[src/rtl/inst_prefetch_unit.sv]
// Instruction prefetch front end: request/grant/response fetch into a DEPTH-entry queue, valid/ready to decode.
// Response-to-output latency 1 cycle (no bypass); queue slots reserved at grant so memory never sees backpressure.
module inst_prefetch_unit #(
    parameter int                 ADDR_W          = 32,
    parameter int                 DATA_W          = 32,
    parameter int                 DEPTH           = 4,
    parameter int                 MAX_OUTSTANDING = 2,
    parameter logic [ADDR_W-1:0]  RESET_PC        = ADDR_W'(32'h8000_0000)
) (
    input  logic              clk,
    input  logic              resetn,
    input  logic              redirect_valid_i,
    input  logic [ADDR_W-1:0] redirect_pc_i,
    output logic              out_valid_o,
    input  logic              out_ready_i,
    output logic [ADDR_W-1:0] out_pc_o,
    output logic [DATA_W-1:0] out_inst_o,
    output logic              mem_req_o,
    output logic [ADDR_W-1:0] mem_addr_o,
    input  logic              mem_gnt_i,
    input  logic              mem_rvalid_i,
    input  logic [DATA_W-1:0] mem_rdata_i,
    output logic              protocol_err_o
);

    localparam int OW = $clog2(MAX_OUTSTANDING + 1);
    localparam int CW = $clog2(DEPTH + 1);
    localparam int PW = $clog2(DEPTH);
    localparam int SW = CW + 1;
    localparam logic [ADDR_W-1:0] PC_STEP = ADDR_W'(4);

    logic [ADDR_W-1:0] r_fetch_pc;
    logic [ADDR_W-1:0] r_rsp_pc;
    logic [OW-1:0]     r_outstanding;
    logic [OW-1:0]     r_discard;
    logic [CW-1:0]     r_count;
    logic [PW-1:0]     r_rd_ptr;
    logic [PW-1:0]     r_wr_ptr;
    logic              r_protocol_err;
    logic [ADDR_W-1:0] r_q_pc   [DEPTH];
    logic [DATA_W-1:0] r_q_inst [DEPTH];

    logic              w_req;
    logic              w_grant;
    logic              w_rsp;
    logic              w_spurious;
    logic              w_push;
    logic              w_pop;
    logic [SW-1:0]     w_reserved;
    logic [OW-1:0]     w_outstanding_nxt;
    logic [OW-1:0]     w_discard_nxt;
    logic [CW-1:0]     w_count_nxt;

    // Live in-flight responses (outstanding minus those already doomed) each own a queue slot.
    assign w_reserved = SW'(r_count) + SW'(r_outstanding) - SW'(r_discard);
    assign w_req      = ~redirect_valid_i
                      & (r_outstanding < OW'(MAX_OUTSTANDING))
                      & (w_reserved < SW'(DEPTH));

    assign mem_req_o   = resetn & w_req;
    assign mem_addr_o  = r_fetch_pc;
    assign w_grant     = mem_req_o & mem_gnt_i;
    assign w_rsp       = mem_rvalid_i & (r_outstanding != '0);
    assign w_spurious  = mem_rvalid_i & (r_outstanding == '0);
    assign w_push      = w_rsp & ~redirect_valid_i & (r_discard == '0);

    assign out_valid_o    = (r_count != '0) & ~redirect_valid_i;
    assign w_pop          = out_valid_o & out_ready_i;
    assign out_pc_o       = r_q_pc[r_rd_ptr];
    assign out_inst_o     = r_q_inst[r_rd_ptr];
    assign protocol_err_o = r_protocol_err;

    always_comb begin
        w_outstanding_nxt = r_outstanding;
        if (w_grant) begin
            w_outstanding_nxt = w_outstanding_nxt + OW'(1);
        end
        if (w_rsp) begin
            w_outstanding_nxt = w_outstanding_nxt - OW'(1);
        end
    end

    // On redirect everything still in flight is stale; a response this cycle is already counted out.
    always_comb begin
        w_discard_nxt = r_discard;
        if (redirect_valid_i) begin
            w_discard_nxt = w_outstanding_nxt;
        end else if (w_rsp && (r_discard != '0)) begin
            w_discard_nxt = r_discard - OW'(1);
        end
    end

    always_comb begin
        w_count_nxt = r_count;
        if (redirect_valid_i) begin
            w_count_nxt = '0;
        end else begin
            if (w_push && !w_pop) begin
                w_count_nxt = r_count + CW'(1);
            end else if (!w_push && w_pop) begin
                w_count_nxt = r_count - CW'(1);
            end
        end
    end

    always_ff @(posedge clk or negedge resetn) begin
        if (!resetn) begin
            r_fetch_pc     <= RESET_PC;
            r_rsp_pc       <= RESET_PC;
            r_outstanding  <= '0;
            r_discard      <= '0;
            r_count        <= '0;
            r_rd_ptr       <= '0;
            r_wr_ptr       <= '0;
            r_protocol_err <= 1'b0;
        end else begin
            if (redirect_valid_i) begin
                r_fetch_pc <= redirect_pc_i;
                r_rsp_pc   <= redirect_pc_i;
                r_rd_ptr   <= '0;
                r_wr_ptr   <= '0;
            end else begin
                if (w_grant) begin
                    r_fetch_pc <= r_fetch_pc + PC_STEP;
                end
                if (w_push) begin
                    r_rsp_pc <= r_rsp_pc + PC_STEP;
                    r_wr_ptr <= r_wr_ptr + PW'(1);
                end
                if (w_pop) begin
                    r_rd_ptr <= r_rd_ptr + PW'(1);
                end
            end
            r_outstanding <= w_outstanding_nxt;
            r_discard     <= w_discard_nxt;
            r_count       <= w_count_nxt;
            if (w_spurious) begin
                r_protocol_err <= 1'b1;
            end
        end
    end

    // Queue storage carries no reset; entries are only visible once count says so.
    always_ff @(posedge clk) begin
        if (w_push) begin
            r_q_pc[r_wr_ptr]   <= r_rsp_pc;
            r_q_inst[r_wr_ptr] <= mem_rdata_i;
        end
    end

endmodule

[config.mk]
export PLATFORM = sky130hd
export DESIGN_NAME = inst_prefetch_unit
export DESIGN_NICKNAME = d
export VERILOG_FILES = /design/src/rtl/inst_prefetch_unit.sv
export SDC_FILE = /design/constraint.sdc
export NUM_CORES = 1
export LEC_CHECK = 0
export ABC_AREA = 1
export CORE_UTILIZATION = 60
export CTS_CLUSTER_SIZE = 8
export DETAILED_ROUTE_END_ITERATION = 10
export PLACE_DENSITY = 0.82
export SYNTH_ARGS = -nofsm -noshare
export SYNTH_HDL_FRONTEND = slang
export SYNTH_SLANG_ARGS = --single-unit
[constraint.sdc]
create_clock -name clk -period 8.1 [get_ports clk]
set_input_delay 1.62 -clock clk [delete_from_list [all_inputs] [get_ports clk]]
set_output_delay 1.62 -clock clk [all_outputs]
set_load 0.01 [all_outputs]
==> flow_metrics.env, run 1 <==
export IMPL_finalHoldViolations=0
export IMPL_r2r_setup_slack_ps=4080
export IMPL_synth_cell_types=40
export IMPL_cts_sinks=332
export IMPL_crit_slowest_cell="inv_2"
export IMPL_status="completed"
export IMPL_busiest_layer="met2"
export IMPL_path_buf_inv=4
export IMPL_skew_ps=20.4
export IMPL_synthFlopType="edfxtp_1"
export IMPL_cp_top_family="buffers and inverters"
export IMPL_n_antenna_cell=0
export IMPL_r2r_end="r_q_pc[0][7]"
export IMPL_finalCritPeriodShare_pct=69.6
export IMPL_cts_htree_levels=2
export IMPL_drt_total_wl_um=35500
export IMPL_reg2reg_from="r_outstanding[0]"
export IMPL_core_area_mm2=0.0236
export IMPL_ctsHoldBuffers=0
export IMPL_placementRows=56
export IMPL_synth_area_top_cells="edfxtp_1, dfrtp_1, nand2_1"
export IMPL_grt_util_met3_pct=5.89
export IMPL_vias_per_cell=5.93
export IMPL_fmax_ghz=0.177
export IMPL_synthTopCellsByCount="edfxtp_1, nand2_1, nor2_1, o21ai_0, inv_1"
export IMPL_p_per_area_mw_per_mm2=300
export IMPL_p_leak_nw=6.55
export IMPL_clock_latency_ps=550
export IMPL_holdWs_ps=458
export IMPL_ant_nets=0
export IMPL_use_met1_pct=38.2
export IMPL_gr_usage_met2_pct=47.0
export IMPL_hp_class="register to register"
export IMPL_clk_pin_slew_worst_paths_ps=50
export IMPL_fin_nets=1588
export IMPL_slew_violations=0
export IMPL_syn_inst=1338
export IMPL_period_minus_slack_ps=5640
export IMPL_first_global_vias=10917
export IMPL_gp_routability_congestion=0.978
export IMPL_synth_top_area_share_pct=53.0
export IMPL_crit_chain="clkdlybuf4s50_1 > buf_4 > inv_2 > nand2_1 > nor2_1 > nand2_1 > nor2_4 > and2_1 > clkdlybuf4s50_1"
export IMPL_cts_tree="done"
export IMPL_vias=10918
export IMPL_drv_cap=0
export IMPL_relSlewSlack_pct=33.9
export IMPL_start_util_pct=61.5
export IMPL_drive_gt1_share_pct=6.25
export IMPL_crit_arrival_ps=4020
export IMPL_setup_tns_ps=0
export IMPL_worstHoldStart="protocol_err_o"
export IMPL_crit_path_end_kind="primary output"
export IMPL_r2r_cells=8
export IMPL_seq_area_frac_synth_pct=66.1
export IMPL_worstHoldPathCells=1
export IMPL_rsz0062_at_grt="false"
export IMPL_die_area_mm2=0.0248
export IMPL_tightest_slew_ps=990
export IMPL_drt_iter0_markers=1077
export IMPL_setup_worst_path_start="redirect_valid_i"
export IMPL_yosysMostFrequentCell="edfxtp_1"
export IMPL_grt_total_usage_pct=29.1
export IMPL_clock_path_buffers=3
export IMPL_dp_hpwl_um=21500
export IMPL_cts_repair_resized=0
export IMPL_die_x_um=158
export IMPL_drtPass1Iterations=5
export IMPL_globalRouteOverflowTotal=0
export IMPL_postCtsSetupBuffers=0
export IMPL_synth_edff_count=256
export IMPL_cts_made_buffers=47
export IMPL_antenna_found_initial=0
export IMPL_grt_pass1_wl_um=55300
export IMPL_yosysWarningCount=0
export IMPL_required_ps=6480
export IMPL_async_flop_share_pct=22.9
export IMPL_ys_ff_latch=332
export IMPL_setup_viol=0
export IMPL_syn_mean_instance_area_um2=10.8
export IMPL_synthToLayoutAreaGrowth_pct=22.3
export IMPL_synth_fp_nets=1421
export IMPL_cts_root_buf="clkbuf_16"
export IMPL_criticalPathCategory="input pin to primary output"
export IMPL_syn_area_mm2=0.0145
export IMPL_vdd_drop_max_mv=0.161
export IMPL_io_pins=169
export IMPL_grt_max_degree=85
export IMPL_wl_per_cell_um=19.3
export IMPL_io_buffers=168
export IMPL_path_max_fanout=46
export IMPL_start_kind="input pin"
export IMPL_max_stage_delay_ps=600
export IMPL_die_height_um=158
export IMPL_yosysTopAreaCell="edfxtp_1"
export IMPL_post_route_drc_count=0
export IMPL_hold_end="protocol_err_o"
[report_power, final]
| part | internal (mW) | leakage (nW) | total (mW) | switching [mW] |
|---|---|---|---|---|
| Sequential | 2.02 | 3.22 | 2.21 | 0.192 |
| Clock | 1.08 | 0.634 | 1.76 | 0.677 |
| Combinational | 0.577 | 2.70 | 1.35 | 0.774 |
[cell families after synthesis]
logic type / count (synthesis) / share of synthesized area, %
simple gates: 545 / 16.0
fa+ha+maj: 13 / 1.22
flops: 332 / 66.1
buf+inv: 146 / 4.02
xor+xnor: 41 / 2.47
compound gates: 261 / 10.2
[layout make-up]
type | count | area [um^2]
clock buffers | 61 | 1230
clock inverters | 4 | 78.8
fillers | 1490 | 5860
inverters | 86 | 324
multi-input cells | 860 | 4370
flip-flops and latches | 332 | 9600
well taps | 319 | 399
repair buffers | 178 | 1750
[worst max-delay path by stage]
| stage | slack (ps) | to | cells past startpoint |
|---|---|---|---|
| 2_1_floorplan | 2740 | r_q_inst[0][0] | 6 |
| 3_3_place_gp | 2450 | mem_req_o | 9 |
| 3_5_place_dp | 2440 | mem_req_o | 9 |
| 4_1_cts | 2440 | mem_req_o | 9 |
| 5_1_grt | 2260 | mem_req_o | 9 |
| 6_report | 2460 | mem_req_o | 9 |
[worst reg2reg max path, cell delays in order, from the launching register on]
cell and delay [ps]:
dfrtp_1 450, inv_1 90, ha_1 250, nor2_4 200, nand2_1 150, nor2_1 760, inv_2 350, nor2_4 750
buf_4 620
[routing by layer]
metal / share of wire [%] / wire length [um] / up-vias
li1: - / - / 5016
met1: 40 / 14400 / 5212
met2: 47 / 16800 / 604
met3: 9.0 / 3210 / 86
met4: 3.1 / 1100 / 0
met5: 0 / 0 / -
[stage by stage]
stage	util (%)	power [mW]	instance area, um^2	setup slack [ps]	std cells
floorplan	-	2.95	14500	2740	1338
global placement	69.6	3.52	16400	2450	1775
detailed placement	69.6	3.57	16400	2440	1775
CTS	75.2	5.33	17800	2440	1840
global route	75.2	5.56	17800	2260	1840
finish	75.2	5.32	17800	2460	1840
[flip-flops by register name, indices dropped and copies added (netlist names)]
register,count
r_q_inst,128
r_outstanding,2
r_wr_ptr,2
r_rsp_pc,32
mem_addr_o,32
r_rd_ptr,2
r_discard,2
r_count,3
protocol_err_o,1
r_q_pc,128
[layout by cell type, fill, tap and decap left out, types with 7 or more instances in the layout]
| cell type | netlist | final |
|---|---|---|
| a21oi_1 | 14 | 14 |
| a31oi_1 | 10 | 10 |
| buf_4 | 1 | 11 |
| clkbuf_1 | 41 | 14 |
| clkbuf_16 | 0 | 47 |
| clkdlybuf4s50_1 | 0 | 167 |
| dfrtp_1 | 74 | 72 |
| edfxtp_1 | 256 | 256 |
| ha_1 | 11 | 11 |
| inv_1 | 83 | 82 |
| nand2_1 | 225 | 225 |
| nand3_1 | 57 | 57 |
| nand4_1 | 15 | 15 |
| nor2_1 | 199 | 195 |
| nor2_4 | 4 | 8 |
| nor3_1 | 23 | 23 |
| o211ai_1 | 12 | 12 |
| o21ai_0 | 142 | 142 |
| o221ai_1 | 7 | 7 |
| o22ai_1 | 65 | 65 |
| xnor2_1 | 7 | 7 |
| xor2_1 | 34 | 34 |
Note: power is estimated with default switching activity, not from simulation.
==> inputs of run 2 (changes only) <==
--- a/config.mk
+++ b/config.mk
@@ -6,10 +6,10 @@
 export NUM_CORES = 1
 export LEC_CHECK = 0
 export ABC_AREA = 1
-export CORE_UTILIZATION = 60
+export CORE_UTILIZATION = 51
 export CTS_CLUSTER_SIZE = 8
 export DETAILED_ROUTE_END_ITERATION = 10
-export PLACE_DENSITY = 0.82
+export PLACE_DENSITY = 0.74
 export SYNTH_ARGS = -nofsm -noshare
 export SYNTH_HDL_FRONTEND = slang
 export SYNTH_SLANG_ARGS = --single-unit
==> constraint.sdc (replaced) <==
create_clock -name clk -period 4.7 [get_ports clk]
set_input_delay 0.94 -clock clk [delete_from_list [all_inputs] [get_ports clk]]
set_output_delay 0.94 -clock clk [all_outputs]
set_load 0.01 [all_outputs]
==> flow_metrics.env, run 2 (same netlist as run 1, synthesis figures left out) <==
export IMPL_status="completed"
export IMPL_cts_sinks=332
export IMPL_rsz0062_at_grt="false"
export IMPL_largestRegisters="r_q_inst: 128 flops, r_q_pc: 128 flops"
export IMPL_use_met1_pct=31.4
export IMPL_drive_gt1_share_pct=6.79
export IMPL_die_area_mm2=0.0291
export IMPL_busiest_layer="met2"
export IMPL_crit_path_end_kind="primary output"
export IMPL_tightest_slew_ps=878
export IMPL_start_util_pct=52.1
export IMPL_clk_pin_slew_worst_paths_ps=60
export IMPL_fin_nets=1597
export IMPL_crit_slowest_cell="dfrtp_4"
export IMPL_dp_hpwl_um=21500
export IMPL_core_area_mm2=0.0279
export IMPL_n_antenna_cell=0
export IMPL_dpl_cell_area_mm2=0.0166
export IMPL_cts_repair_resized=0
export IMPL_globalRouteOverflowTotal=0
export IMPL_io_buffers=168
export IMPL_synthToLayoutAreaGrowth_pct=23.5
export IMPL_fmax_ghz=0.248
export IMPL_final_cell_mix="edfxtp_1, nand2_1, nor2_1"
export IMPL_die_height_um=171
export IMPL_period_minus_slack_ps=4030
export IMPL_fin_area_mm2=0.0179
export IMPL_antenna_found_initial=0
export IMPL_dp_cells=1843
export IMPL_slew_violations=0
export IMPL_instances_no_fill=1909
export IMPL_clock_path_buffers=3
export IMPL_grt_total_usage_pct=23.9
export IMPL_finalCritPeriodShare_pct=85.8
export IMPL_max_stage_delay_ps=750
export IMPL_fill_cells=2103
export IMPL_grt_pass1_wl_um=53800
export IMPL_p_leak_nw=6.60
export IMPL_grt_max_degree=81
export IMPL_vias_per_cell=5.60
export IMPL_cts_htree_levels=2
export IMPL_hp_class="input pin to async pin"
export IMPL_relSlewSlack_pct=41.5
export IMPL_required_ps=3760
export IMPL_vias=10694
export IMPL_path_max_fanout=51
export IMPL_cts_root_buf="clkbuf_16"
export IMPL_first_global_vias=10355
export IMPL_drt_iter0_markers=867
export IMPL_skew_ps=18.9
export IMPL_postCtsSetupBuffers=0
export IMPL_clock_latency_ps=550
export IMPL_cts_tree="done"
export IMPL_wl_per_cell_um=18.0
export IMPL_drv_cap=0
export IMPL_total_power_mw=9.10
export IMPL_p_per_area_mw_per_mm2=508
export IMPL_criticalPathCategory="register to primary output"
export IMPL_setup_viol=0
export IMPL_start_kind="register"
export IMPL_ctsHoldBuffers=0
export IMPL_cts_made_buffers=47
export IMPL_die_x_um=171
export IMPL_grt_util_met3_pct=5.34
export IMPL_finalHoldViolations=0
export IMPL_gp_routability_congestion=0.990
export IMPL_crit_chain="clkinv_2 > buf_4 > o21ai_0 > o22ai_1 > clkdlybuf4s50_1"
export IMPL_post_route_drc_count=0
export IMPL_drt_total_wl_um=34300
export IMPL_io_pins=169
export IMPL_vdd_drop_max_mv=0.264
export IMPL_ant_nets=0
export IMPL_placementRows=61
export IMPL_holdWs_ps=276
export IMPL_drtPass1Iterations=5
export IMPL_setup_tns_ps=0
export IMPL_crit_arrival_ps=3090
export IMPL_final_common_cell="edfxtp_1"
export IMPL_gr_usage_met2_pct=39.3
## run 2: layout make-up
class	count	area (um^2)	share of cell area, %
Sequential cell	332	9600	53.5
Tap cell	378	473	2.64
Clock buffer	62	1230	6.88
Inverter	86	324	1.81
Multi-Input combinational cell	860	4370	24.4
Clock inverter	4	57.6	0.321
Timing Repair Buffer	187	1870	10.4
## run 2: worst paths after layout
kind	from	end	slack [ps]	cells past startpoint
worst max-delay path	r_rd_ptr[0]	out_inst_o[16]	670	5
min in group clk	protocol_err_o	protocol_err_o	460	1
worst min register to register	protocol_err_o	protocol_err_o	460	1
worst min-delay path	resetn	mem_addr_o[23]	280	1
worst max register to register	r_outstanding[1]	mem_addr_o[26]	1720	13
max in group asynchronous	resetn	r_rd_ptr[0]	3350	2
## run 2: report_power, final
part / leakage, nW / switching, mW / internal, mW
registers: 3.22 / 0.349 / 3.49
clock network: 0.624 / 1.16 / 1.81
logic: 2.76 / 1.28 / 1.01
total: 6.60 / 2.79 / 6.31
## run 2: worst max-delay path: cells and delay by family (launching register included)
| kind | cells | cell delay (ps) |
|---|---|---|
| AO/OA/AOI/OAI | 2 | 360 |
| buffers and inverters | 3 | 1400 |
| flip-flops | 1 | 750 |
## run 2: stage by stage
stage               utilization [%]  setup WS [ps]
global route                   64.3            449
global placement               59.7           1220
finish                         64.3            666
CTS                            64.3            669
detailed placement             59.7           1180
floorplan                         -           21.0
## run 2: layer usage
metal	up-vias	wire length (um)
met2	453	16100
met5	-	0
met4	0	826
li1	5032	-
met3	67	2900
met1	5142	14500
